`config.mk`:
```
export PLATFORM = sky130hd
export DESIGN_NAME = instr_encoder_flat
export DESIGN_NICKNAME = d
export VERILOG_FILES = /design/src/rtl/instr_encoder_if.sv /design/src/rtl/instr_encoder.sv /design/src/flat_wrapper.sv
export SDC_FILE = /design/constraint.sdc
export NUM_CORES = 1
export LEC_CHECK = 0
export CORE_UTILIZATION = 45
export CTS_BUF_LIST = sky130_fd_sc_hd__clkbuf_16
export CTS_CLUSTER_SIZE = 20
export DETAILED_ROUTE_END_ITERATION = 12
export HOLD_SLACK_MARGIN = 0.02
export PLACE_DENSITY = 0.8
export SYNTH_ARGS = -nofsm -noshare
export SYNTH_HDL_FRONTEND = slang
export SYNTH_SLANG_ARGS = --single-unit
```
`constraint.sdc`:
```
create_clock -name clk -period 3.3 [get_ports clk]
set_input_delay 0.66 -clock clk [delete_from_list [all_inputs] [get_ports clk]]
set_output_delay 0.66 -clock clk [all_outputs]
set_load 0.005 [all_outputs]
```
`src/rtl/instr_encoder_if.sv`:
```
// Field-set input stream and encoded-word output stream of the instruction encoder.
// The slave side is the encoder; the master side is the program source and memory loader.
interface instr_encoder_if #(
    parameter int ADDR_W = 8
) ();
    logic              in_valid;
    logic              in_ready;
    logic [7:0]        in_opcode;
    logic [3:0]        in_rdest;
    logic [3:0]        in_rsrc;
    logic [15:0]       in_imm;
    logic              in_last;

    logic              out_valid;
    logic              out_ready;
    logic [ADDR_W-1:0] out_addr;
    logic [15:0]       out_instr;
    logic              out_last;

    modport master (
        output in_valid,
        input  in_ready,
        output in_opcode,
        output in_rdest,
        output in_rsrc,
        output in_imm,
        output in_last,
        input  out_valid,
        output out_ready,
        input  out_addr,
        input  out_instr,
        input  out_last
    );

    modport slave (
        input  in_valid,
        output in_ready,
        input  in_opcode,
        input  in_rdest,
        input  in_rsrc,
        input  in_imm,
        input  in_last,
        output out_valid,
        input  out_ready,
        output out_addr,
        output out_instr,
        output out_last
    );
endinterface

```
`src/rtl/instr_encoder.sv`:
```
// Packs decoded instruction fields into 16-bit words and streams them with their
// instruction-memory addresses, flagging bad opcodes, oversized immediates and address overflow.
module instr_encoder #(
    parameter int ADDR_W = 8
) (
    input  logic              clk,
    input  logic              reset,
    input  logic              start,
    input  logic [ADDR_W-1:0] base_addr,
    instr_encoder_if.slave    bus,
    output logic              err_valid,
    output logic [1:0]        err_code,
    output logic [ADDR_W-1:0] err_addr,
    output logic              busy,
    output logic              done,
    output logic [ADDR_W:0]   count
);

    typedef enum logic [1:0] {
        IDLE,
        RUN,
        DRAIN,
        DONE
    } state_t;

    typedef enum logic [1:0] {
        CLS_BAD,
        CLS_RPJ,
        CLS_I8,
        CLS_SHIFT
    } op_class_t;

    state_t            state;
    state_t            state_next;
    op_class_t         op_class;

    logic [3:0]        op_hi;
    logic [3:0]        op_lo;
    logic              fits_i8;
    logic              fits_shift;
    logic              field_ok;
    logic [1:0]        field_err;
    logic [15:0]       word;

    logic [ADDR_W-1:0] addr;
    logic              addr_max;
    logic              in_ready;
    logic              accept;

    logic              out_valid;
    logic              out_last;
    logic [ADDR_W-1:0] out_addr;
    logic [15:0]       out_instr;

    assign op_hi      = bus.in_opcode[7:4];
    assign op_lo      = bus.in_opcode[3:0];
    assign fits_i8    = (&bus.in_imm[15:7]) | ~(|bus.in_imm[15:7]);
    assign fits_shift = (&bus.in_imm[15:4]) | ~(|bus.in_imm[15:4]);
    assign addr_max   = &addr;

    // Opcode map: the decoder's three word layouts, everything else is illegal.
    always_comb begin
        op_class = CLS_BAD;
        case (op_hi)
            4'h0: begin
                if (op_lo <= 4'h9 || op_lo == 4'hB || op_lo == 4'hF) begin
                    op_class = CLS_RPJ;
                end
            end
            4'h1, 4'h2, 4'h3, 4'h5, 4'h6, 4'h7, 4'h9, 4'hA, 4'hB, 4'hC: begin
                op_class = CLS_I8;
            end
            4'h4: begin
                if (op_lo[1:0] == 2'b00) begin
                    op_class = CLS_RPJ;
                end
            end
            4'h8: begin
                case (op_lo[3:2])
                    2'b00, 2'b10: op_class = CLS_SHIFT;
                    2'b01:        op_class = CLS_RPJ;
                    default:      op_class = CLS_BAD;
                endcase
            end
            default: op_class = CLS_BAD;
        endcase
    end

    always_comb begin
        word      = 16'h0000;
        field_ok  = 1'b0;
        field_err = 2'b01;
        case (op_class)
            CLS_RPJ: begin
                word     = {op_hi, bus.in_rdest, op_lo, bus.in_rsrc};
                field_ok = 1'b1;
            end
            CLS_I8: begin
                word      = {op_hi, bus.in_rdest, bus.in_imm[7:0]};
                field_ok  = fits_i8;
                field_err = 2'b10;
            end
            CLS_SHIFT: begin
                word      = {4'b1000, bus.in_rdest, op_lo[3:1], bus.in_imm[4:0]};
                field_ok  = fits_shift;
                field_err = 2'b10;
            end
            default: begin
                word      = 16'h0000;
                field_ok  = 1'b0;
                field_err = 2'b01;
            end
        endcase
    end

    always_ff @(posedge clk) begin
        if (!reset) begin
            state <= IDLE;
        end else begin
            state <= state_next;
        end
    end

    // A valid word landing on the last address ends the load just like in_last.
    always_comb begin
        state_next = state;
        in_ready   = 1'b0;
        case (state)
            IDLE: begin
                if (start) begin
                    state_next = RUN;
                end
            end
            RUN: begin
                in_ready = !out_valid || bus.out_ready;
                if (in_ready && bus.in_valid && (bus.in_last || (field_ok && addr_max))) begin
                    state_next = DRAIN;
                end
            end
            DRAIN: begin
                if (!out_valid || bus.out_ready) begin
                    state_next = DONE;
                end
            end
            DONE: begin
                state_next = IDLE;
            end
            default: begin
                state_next = IDLE;
            end
        endcase
    end

    assign accept       = bus.in_valid & in_ready;
    assign bus.in_ready = in_ready;

    always_ff @(posedge clk) begin
        if (!reset) begin
            addr      <= '0;
            count     <= '0;
            out_valid <= 1'b0;
            out_last  <= 1'b0;
            out_addr  <= '0;
            out_instr <= 16'h0000;
            err_valid <= 1'b0;
            err_code  <= 2'b00;
            err_addr  <= '0;
            busy      <= 1'b0;
            done      <= 1'b0;
        end else begin
            err_valid <= 1'b0;
            done      <= (state_next == DONE);
            busy      <= (state_next != IDLE);

            if (out_valid && bus.out_ready) begin
                out_valid <= 1'b0;
            end

            if (state == IDLE && start) begin
                addr  <= base_addr;
                count <= '0;
            end

            // Rejected field sets leave addr and count alone so the next word reuses the slot.
            if (accept) begin
                if (field_ok) begin
                    out_valid <= 1'b1;
                    out_addr  <= addr;
                    out_instr <= word;
                    out_last  <= bus.in_last | addr_max;
                    count     <= count + 1'b1;
                    if (!addr_max) begin
                        addr <= addr + 1'b1;
                    end
                    if (addr_max && !bus.in_last) begin
                        err_valid <= 1'b1;
                        err_code  <= 2'b11;
                        err_addr  <= addr;
                    end
                end else begin
                    err_valid <= 1'b1;
                    err_code  <= field_err;
                    err_addr  <= addr;
                end
            end
        end
    end

    assign bus.out_valid = out_valid;
    assign bus.out_last  = out_last;
    assign bus.out_addr  = out_addr;
    assign bus.out_instr = out_instr;

endmodule

```
`src/flat_wrapper.sv`:
```
// flat-port wrapper written by rule: the top's interface ports become plain ports
module instr_encoder_flat 
#(
    parameter int ADDR_W = 8
)
  (clk, reset, start, base_addr, err_valid, err_code, err_addr, busy, done, count, bus_in_valid, bus_in_ready, bus_in_opcode, bus_in_rdest, bus_in_rsrc, bus_in_imm, bus_in_last, bus_out_valid, bus_out_ready, bus_out_addr, bus_out_instr, bus_out_last);
  instr_encoder_if #(.ADDR_W(ADDR_W)) bus_i ();
  input  logic clk;
  input  logic reset;
  input  logic start;
  input  logic [ADDR_W-1:0] base_addr;
  output logic err_valid;
  output logic [1:0] err_code;
  output logic [ADDR_W-1:0] err_addr;
  output logic busy;
  output logic done;
  output logic [ADDR_W:0] count;
  input wire logic [$bits(bus_i.in_valid)-1:0] bus_in_valid;
  output wire logic [$bits(bus_i.in_ready)-1:0] bus_in_ready;
  input wire logic [$bits(bus_i.in_opcode)-1:0] bus_in_opcode;
  input wire logic [$bits(bus_i.in_rdest)-1:0] bus_in_rdest;
  input wire logic [$bits(bus_i.in_rsrc)-1:0] bus_in_rsrc;
  input wire logic [$bits(bus_i.in_imm)-1:0] bus_in_imm;
  input wire logic [$bits(bus_i.in_last)-1:0] bus_in_last;
  output wire logic [$bits(bus_i.out_valid)-1:0] bus_out_valid;
  input wire logic [$bits(bus_i.out_ready)-1:0] bus_out_ready;
  output wire logic [$bits(bus_i.out_addr)-1:0] bus_out_addr;
  output wire logic [$bits(bus_i.out_instr)-1:0] bus_out_instr;
  output wire logic [$bits(bus_i.out_last)-1:0] bus_out_last;
  assign bus_i.in_valid = bus_in_valid;
  assign bus_in_ready = bus_i.in_ready;
  assign bus_i.in_opcode = bus_in_opcode;
  assign bus_i.in_rdest = bus_in_rdest;
  assign bus_i.in_rsrc = bus_in_rsrc;
  assign bus_i.in_imm = bus_in_imm;
  assign bus_i.in_last = bus_in_last;
  assign bus_out_valid = bus_i.out_valid;
  assign bus_i.out_ready = bus_out_ready;
  assign bus_out_addr = bus_i.out_addr;
  assign bus_out_instr = bus_i.out_instr;
  assign bus_out_last = bus_i.out_last;
  instr_encoder #(.ADDR_W(ADDR_W)) u_core (.clk(clk), .reset(reset), .start(start), .base_addr(base_addr), .bus(bus_i), .err_valid(err_valid), .err_code(err_code), .err_addr(err_addr), .busy(busy), .done(done), .count(count));
endmodule
```
# After elaboration in Yosys (flattened, before gate mapping)
# Cells that the tools add are included.
# Widths: inputs -> output; s select.
[totals] register_bits=58 input_bits=46 output_inout_bits=49 elab_cells=101
[classes] add_sub_neg=2 order_cmp=1 n_eq_ne=24 mux=28 bitwise_logic=6 reduce_logical=28
[op_table] operator="$mux 8" n=6
[op_table] operator="$pmux 16 s3" n=1
[op_table] operator="$eq 4x4->1 const B" n=7
[op_table] operator="$mux 9" n=3
[op_table] operator="$eq 4x3->1 const B" n=4
[op_table] operator="$pmux 2 s4" n=2
[op_table] operator="$eq 2x2->1 const B" n=6
[op_table] operator="$mux 2" n=6
[op_table] operator="$reduce_and 12->1" n=1
[op_table] operator="$reduce_or 12->1" n=1
[op_table] operator="$reduce_or 10->1" n=1
[op_table] operator="$add 9x1->9 const B" n=1
[op_table] operator="$reduce_and 9->1" n=1
[op_table] operator="$reduce_or 9->1" n=1
[op_table] operator="$add 8x1->8 const B" n=1
[op_table] operator="$eq 4x2->1 const B" n=2
[op_table] operator="$mux 1" n=8
[op_table] operator="$reduce_and 8->1" n=1
[op_table] operator="$eq 2x1->1 const B" n=3
[op_table] operator="$logic_and 1x1->1" n=6
[op_table] operator="$logic_not 2->1" n=3
[op_table] operator="$reduce_and 2->1" n=3
[op_table] operator="$eq 4x1->1 const B" n=1
[op_table] operator="$le 4x4->1 const B" n=1
[op_table] operator="other kinds (11)" n=19

# Longest topological paths before layout
# Gate-level depths: netlist of run 1.
[logic_depth] word_depth=13 depth_mapped=9 depth_no_buf=8

# Worst setup path after synthesis of run 1
# Ideal clock, no wire load.
[synth_timing] kind="in2reg" start="input bus_in_imm[10]" end="register u_core.addr[3]" setup_time_ps=95 arrival_time_ps=2405 required_time_ps=3205 setup_slack_ps=800 cell_stages=7 path_buffers=0 cell_sequence="or4_4 nor4_4 nor2_1 o211ai_4 nand3_2 or4b_1 o311ai_1"
[synth_between] elab_chain_len=6 word_cells_on_any_way=11 classes_between="mux (3); bitwise (4); reduce/logical (4)"
[synth_rtl] item="from (decl)" line_no="flat_wrapper.sv:23" text="input wire logic [$bits(bus_i.in_imm)-1:0] bus_in_imm;"
[synth_rtl] item="$reduce_or 12->1 or $reduce_or 9->1 (tied branches)" line_no="instr_encoder.sv:58, instr_encoder.sv:57"
[synth_rtl] item="$not 1->1, on equally long branches" line_no="instr_encoder.sv:58, instr_encoder.sv:57"
[synth_rtl] item="$or 1x1->1, on equally long branches" line_no="instr_encoder.sv:58, instr_encoder.sv:57"
[synth_rtl] item="$pmux 1 s3 *" line_no="instr_encoder.sv:93" text="case (op_class)"
[synth_rtl] item="$mux 8 *" line_no="instr_encoder.sv:186" text="if (field_ok) begin"
[synth_rtl] item="$mux 8 *" line_no="instr_encoder.sv:185" text="if (accept) begin"
[synth_rtl] item="to (signal assigned)" line_no="instr_encoder.sv:180" text="addr <= base_addr;"
[synth_rtl] item="to (signal assigned)" line_no="instr_encoder.sv:193" text="addr <= addr + 1'b1;"
[synth_rtl] item="to (decl)" line_no="instr_encoder.sv:45" text="logic [ADDR_W-1:0] addr;"
# Mark *: on every way between the ends. The rest lies on a longest branch, timed or not.
# A chain may end at the register's enable or synchronous reset.

# Worst setup path in the final report of run 1
[layout_timing] start="input bus_in_imm[10]" end="register u_core.count[5]"
[layout_between] elab_chain_len=6 word_cells_on_any_way=11 classes_between="mux (3); bitwise (4); reduce/logical (4)"
[layout_rtl] item="$reduce_or 12->1 or $reduce_or 9->1 (tied branches)" line_no="instr_encoder.sv:58, instr_encoder.sv:57"
[layout_rtl] item="$not 1->1, on equally long branches" line_no="instr_encoder.sv:58, instr_encoder.sv:57"
[layout_rtl] item="$or 1x1->1, on equally long branches" line_no="instr_encoder.sv:58, instr_encoder.sv:57"
[layout_rtl] item="$pmux 1 s3 *" line_no="instr_encoder.sv:93"
[layout_rtl] item="$mux 9 *" line_no="instr_encoder.sv:186"
[layout_rtl] item="$mux 9 *" line_no="instr_encoder.sv:185"
[layout_rtl] item="to (signal assigned)" line_no="instr_encoder.sv:191" text="count <= count + 1'b1;"
[layout_rtl] item="to (decl)" line_no="instr_encoder.sv:16" text="output logic [ADDR_W:0] count"
# Marked as above.

==> results of run 1 <==
stage by stage:
step	cells	hold WS, ns	power (mW)	utilization
final	495	0.462	2.11	0.730
after global placement	479	0.447	1.00	0.666
after global routing	495	0.472	2.18	0.730
after detailed placement	479	0.453	1.00	0.666
after CTS	495	0.461	2.11	0.730
after floorplan	314	0.448	0.868	-
final cells by class:
type	count	area, µm²	share of cell area
clock buffer	9	225	0.0553
clock inverter	7	131	0.0323
inverter	3	11.3	0.00277
multi-input combinational	237	1390	0.340
sequential	58	1160	0.285
tap	72	90.1	0.0221
timing repair buffer	109	1070	0.262
path summary, 6_finish.rpt:
check                           start                        to  slack, ns  depth (start not counted)
max                    bus_in_imm[10]           u_core.count[5]       0.45                          9
min          u_core.bus.out_instr[11]  u_core.bus.out_instr[11]       0.46                          2
max reg2reg            u_core.addr[0]        u_core.err_addr[2]       0.94                          8
min reg2reg  u_core.bus.out_instr[11]  u_core.bus.out_instr[11]       0.46                          2
state kept, by name, summed over array words and instances (netlist names):
name                  flops
u_core.addr               8
u_core.state              2
u_core.busy               1
u_core.err_valid          1
u_core.done               1
u_core.err_code           2
u_core.bus.out_instr     16
u_core.bus.out_last       1
u_core.bus.out_addr       8
u_core.bus.out_valid      1
u_core.err_addr           8
u_core.count              9
metal layers:
layer | track usage | part of all wire | up-vias
met5 | 0 | 0 | -
met4 | 0.111 | 0.016 | 0
met2 | 0.443 | 0.49 | 104
li1 | - | - | 1354
met3 | 0.0523 | 0.060 | 9
met1 | 0.344 | 0.43 | 1310
power by group:
group / total [mW] / internal [mW] / switching [mW]
combinational: 0.241 / 0.129 / 0.112
clock: 1.11 / 0.805 / 0.305
sequential: 0.756 / 0.727 / 0.0292
total: 2.11 / 1.66 / 0.447
cells by family (layout without fill, tap and decap cells):
logic type,after synthesis,in the layout,share of synthesized area
and+or+nand+nor,156,156,0.292
DFF,58,58,0.441
muxes,10,10,0.0380
AOI/OAI and AO/OA,66,66,0.176
adders and majority gates,2,2,0.00950
buffers and inverters,19,128,0.0333
xor gates and xnor gates,3,3,0.00998
Yosys cell counts, types with 2 or more instances:
cell and instances:
dfxtp_1 58, nand2_1 49, nor2_1 31, a21oi_1 26, nand3_1 18, nor3_1 16
mux2i_1 10, a221oi_1 9, clkbuf_1 9, and2_1 7, nand2b_1 6, and3_1 5
nand4_1 5, or3_1 5, a32oi_1 4, buf_2 4, o21ai_0 4, buf_4 3
inv_1 3, nor2b_1 3, o311ai_1 3, a31o_2 2, a31oi_1 2, ha_1 2
o211ai_1 2, xor2_1 2
worst max-delay path, stage by stage:
cell	delay [ns]
clkdlybuf4s50_1	0.42
or4_4	0.56
nor4_4	0.24
nor2_1	0.10
o211ai_4	0.17
buf_4	0.17
nand4_1	0.20
or3_1	0.42
a21oi_1	0.16
==> impl_metrics.json, run 1 <==
{
  "outcome": "finished clean",
  "powerDensity_nw_per_um2": 518,
  "synthTopCellsByArea": "dfxtp_1 (44%), nand2_1 (7.0%), a21oi_1 (4.9%), nor2_1 (4.4%), mux2i_1 (3.8%)",
  "cp.arrival_ns": 3.10,
  "cts_sinks": 58,
  "grt_pass1_wl_um": 12800,
  "skew_ns": 0.00243,
  "ys_warn_count": 0,
  "routed_wl_um": 7960,
  "avgSynthCellArea_um2": 8.39,
  "fillers": 452,
  "fin_crit_ns": 2.85,
  "layout_common_cells": "clkdlybuf4s50_1 (94), dfxtp_1 (58), nand2_1 (49), nor2_1 (31), a21oi_1 (26)",
  "avgRoutedWirePerCell_um": 16.1,
  "gp_congestion": 0.868,
  "track_usage": 0.270,
  "fp.dieH_um": 78.5,
  "numPortBuffers": 94,
  "area_growth_syn_to_layout_pct": 54.5,
  "post-cts-setup-buffer-count": 0,
  "io_pins": 95,
  "stdcell_area_um2": 4070,
  "synth_flop_cell": "dfxtp_1",
  "final_common_cell": "clkdlybuf4s50_1",
  "synthArstFlopShare": 0,
  "core_um2": 5570,
  "antenna_found_initial": 0,
  "cp_max_fo": 7,
  "drt_pass1_iterations": 4,
  "avgViaCountPerCell": 5.61,
  "required_ns": 3.55,
  "grt_max_degree": 26,
  "critPathKind": "in2reg",
  "drive_above_1_share": 0.0898,
  "dpl.hpwl_um": 5580,
  "hold_viol": 0,
  "drc": 0,
  "ys_seq_area_frac": 0.441,
  "cts_resized": 0,
  "finalSetupViolCount": 0,
  "dieArea_um2": 6160,
  "fin_ws_ns": 0.450,
  "postCtsHoldBufs": 0,
  "clkTransAtPathRegs_ns": 0.05,
  "postSynthCellCount": 314,
  "synth_nets": 362,
  "clock_path_buffers": 2,
  "cts_made_buffers": 9,
  "finalNetCount": 466,
  "clock_latency_ns": 0.32,
  "slew_viol_final": 0,
  "detail-route-antenna-nets": 0,
  "hold_path_class": "reg2reg",
  "cp-end-kind": "flip-flop",
  "slew_headroom": 0.656,
  "dp_slack_ns": 0.167,
  "rows": 27,
  "drt_iter0_drc": 173,
  "num_antenna_cells": 0,
  "netlist.area_leader.share": 0.441,
  "synth_edf_count": 0,
  "grt-ovfl-total": 0,
  "drv_cap": 0,
  "die_w_um": 78.5,
  "worst_setup_path_start_kind": "primary input",
  "p_leak_nw": 1.44,
  "rsz0062_at_grt": "false",
  "ys_types": 52,
  "start_util": 0.473,
  "synth_top_area_cell": "dfxtp_1",
  "vias": 2777,
  "ys_seq_elements": 58,
  "syn_area_um2": 2630,
  "cts_tree": "built",
  "root_buffer": "clkbuf_16",
  "worst_slew_pin_slew_ns": 0.516,
  "setup_tns_ns": 0,
  "max_freq_mhz": 351,
  "fin_crit_sh": 0.864,
  "peakVddDrop_mv": 0.364,
  "grt_pass1_vias": 2654,
  "cts_max_level": 3,
  "placed_area_um2": 3710
}
No activity file was read; power rests on OpenSTA's default activity.
==> run 2: changes to the inputs <==
Clock period 3.3 ns to 3 ns, I/O delays scaled along.
==> run 2 against run 1 <==
  * Power fell by 6.9%
  * First-iteration DRC count fell by 0.58%
  * Core utilization fell by 1.4 points
  * Combinational power rose by 10%
  * Sequential share of layout area rose by 0.56 points
  * Sequential power rose by 9.8%
  * Register-to-register slack got worse by 0.35 ns
  * Clock-buffer cell count did not move
  * Critical path depth did not move
  * Critical path type unchanged
  * Largest cell class unchanged
==> impl_metrics.json, run 2 (same netlist as run 1, synthesis figures left out) <==
{
  "finalSetupViolCount": 0,
  "holdWs_ns": 0.450,
  "avgViaCountPerCell": 5.53,
  "rsz0062_at_grt": "false",
  "critPathCapture": "u_core.count[5]",
  "track_usage": 0.255,
  "vias": 2752,
  "dp_cells": 482,
  "layout_common_cells": "clkdlybuf4s50_1 (94), dfxtp_1 (58), nand2_1 (49), nor2_1 (31), a21oi_1 (26)",
  "grt_max_degree": 40,
  "required_ns": 3.25,
  "finalNetCount": 469,
  "cp-end-kind": "flip-flop",
  "rr_endpoint": "u_core.err_addr[2]",
  "r2r_cells": 8,
  "dieArea_um2": 6160,
  "skew_ns": 0.00482,
  "grt_pass1_wl_um": 12200,
  "grt-ovfl-total": 0,
  "cp_max_fo": 6,
  "slew_headroom": 0.688,
  "area_growth_syn_to_layout_pct": 51.5,
  "fin_crit_sh": 0.917,
  "clock_path_buffers": 2,
  "cts_sinks": 58,
  "dp_slack_ns": -0.0597,
  "finalNonFillerCells": 498,
  "worst_setup_path_start_kind": "primary input",
  "rows": 27,
  "critPathKind": "in2reg",
  "final_util": 0.716,
  "hold_viol": 0,
  "final_common_cell": "clkdlybuf4s50_1",
  "post-cts-setup-buffer-count": 0,
  "core_um2": 5570,
  "crit_start": "bus_in_imm[10]",
  "cts_max_level": 3,
  "cts_resized": 0,
  "fin_ws_ns": 0.249,
  "antenna_found_initial": 0,
  "cts_made_buffers": 9,
  "top_regs": "u_core.bus.out_instr x16, u_core.count x9",
  "num_antenna_cells": 0,
  "top_register": "u_core.bus.out_instr",
  "drive_above_1_share": 0.0939,
  "detail-route-antenna-nets": 0,
  "largest_register_ffs": 16,
  "fin_crit_ns": 2.75,
  "ff2ff_setup_slack_ns": 0.59,
  "drc": 0,
  "slew_viol_final": 0,
  "gp_congestion": 0.833,
  "postCtsHoldBufs": 0,
  "worstHoldPathCells": 2,
  "dpl.hpwl_um": 5400,
  "drt_pass1_iterations": 4,
  "drt_iter0_drc": 172,
  "numPortBuffers": 94,
  "max_freq_mhz": 363,
  "start_util": 0.473,
  "outcome": "finished clean",
  "routed_wl_um": 7530,
  "drv_cap": 0,
  "peakVddDrop_mv": 0.344,
  "root_buffer": "clkbuf_16",
  "grt_pass1_vias": 2471,
  "r2r-start": "u_core.addr[0]",
  "cp.arrival_ns": 3.00,
  "p_leak_nw": 1.42,
  "cts_tree": "built",
  "clkTransAtPathRegs_ns": 0.05,
  "clock_latency_ns": 0.32,
  "hold_path_class": "reg2reg",
  "die_w_um": 78.5,
  "fp.dieH_um": 78.5,
  "worst_slew_pin_slew_ns": 0.466,
  "io_pins": 95,
  "avgRoutedWirePerCell_um": 15.1,
  "powerDensity_nw_per_um2": 492
}
-- run 2: area by class of cell --
type / count / area (µm²)
Clock inverter: 7 / 30.0
Multi-Input combinational cell: 237 / 1390
Fill cell: 470 / 1580
Inverter: 3 / 11.3
Timing Repair Buffer: 112 / 1090
Sequential cell: 58 / 1160
Clock buffer: 9 / 225
Tap cell: 72 / 90.1
-- run 2: metrics by stage --
step           area, µm²  TNS, ns  total power [mW]
2_1_floorplan       2630        0             0.954
3_3_place_gp        3740        0              1.10
3_5_place_dp        3740   -0.133              1.11
4_1_cts             3990        0              1.97
5_1_grt             3990        0              2.04
6_report            3990        0              1.96
-- run 2: per-layer routing --
metal,track usage,routed length (µm)
met2,0.402,3660
met1,0.337,3310
met4,0.111,133
met5,0,0
met3,0.0477,430
-- run 2: critical path, cell delays in order --
cell and delay (ns):
clkdlybuf4s50_1 0.42, or4_4 0.55, nor4_4 0.24, nor2_1 0.10, o211ai_4 0.24, buf_4 0.16, nand4_1 0.15, or3_1 0.39
a21oi_1 0.15
-- run 2: worst min path at each step --
stage / from / end / slack (ns)
floorplan: u_core.bus.out_instr[10] / u_core.bus.out_instr[10] / 0.45
global placement: u_core.bus.out_instr[9] / u_core.bus.out_instr[9] / 0.44
detailed placement: u_core.bus.out_instr[12] / u_core.bus.out_instr[12] / 0.45
CTS: u_core.bus.out_instr[12] / u_core.bus.out_instr[12] / 0.45
global route: u_core.bus.out_instr[12] / u_core.bus.out_instr[12] / 0.48
finish: u_core.bus.out_instr[10] / u_core.bus.out_instr[10] / 0.45
-- run 2: power by group --
group | total, mW | internal, mW | switching, mW
clock | 0.868 | 0.540 | 0.328
sequential | 0.830 | 0.800 | 0.0296
combinational | 0.265 | 0.143 | 0.122
total | 1.96 | 1.48 | 0.479
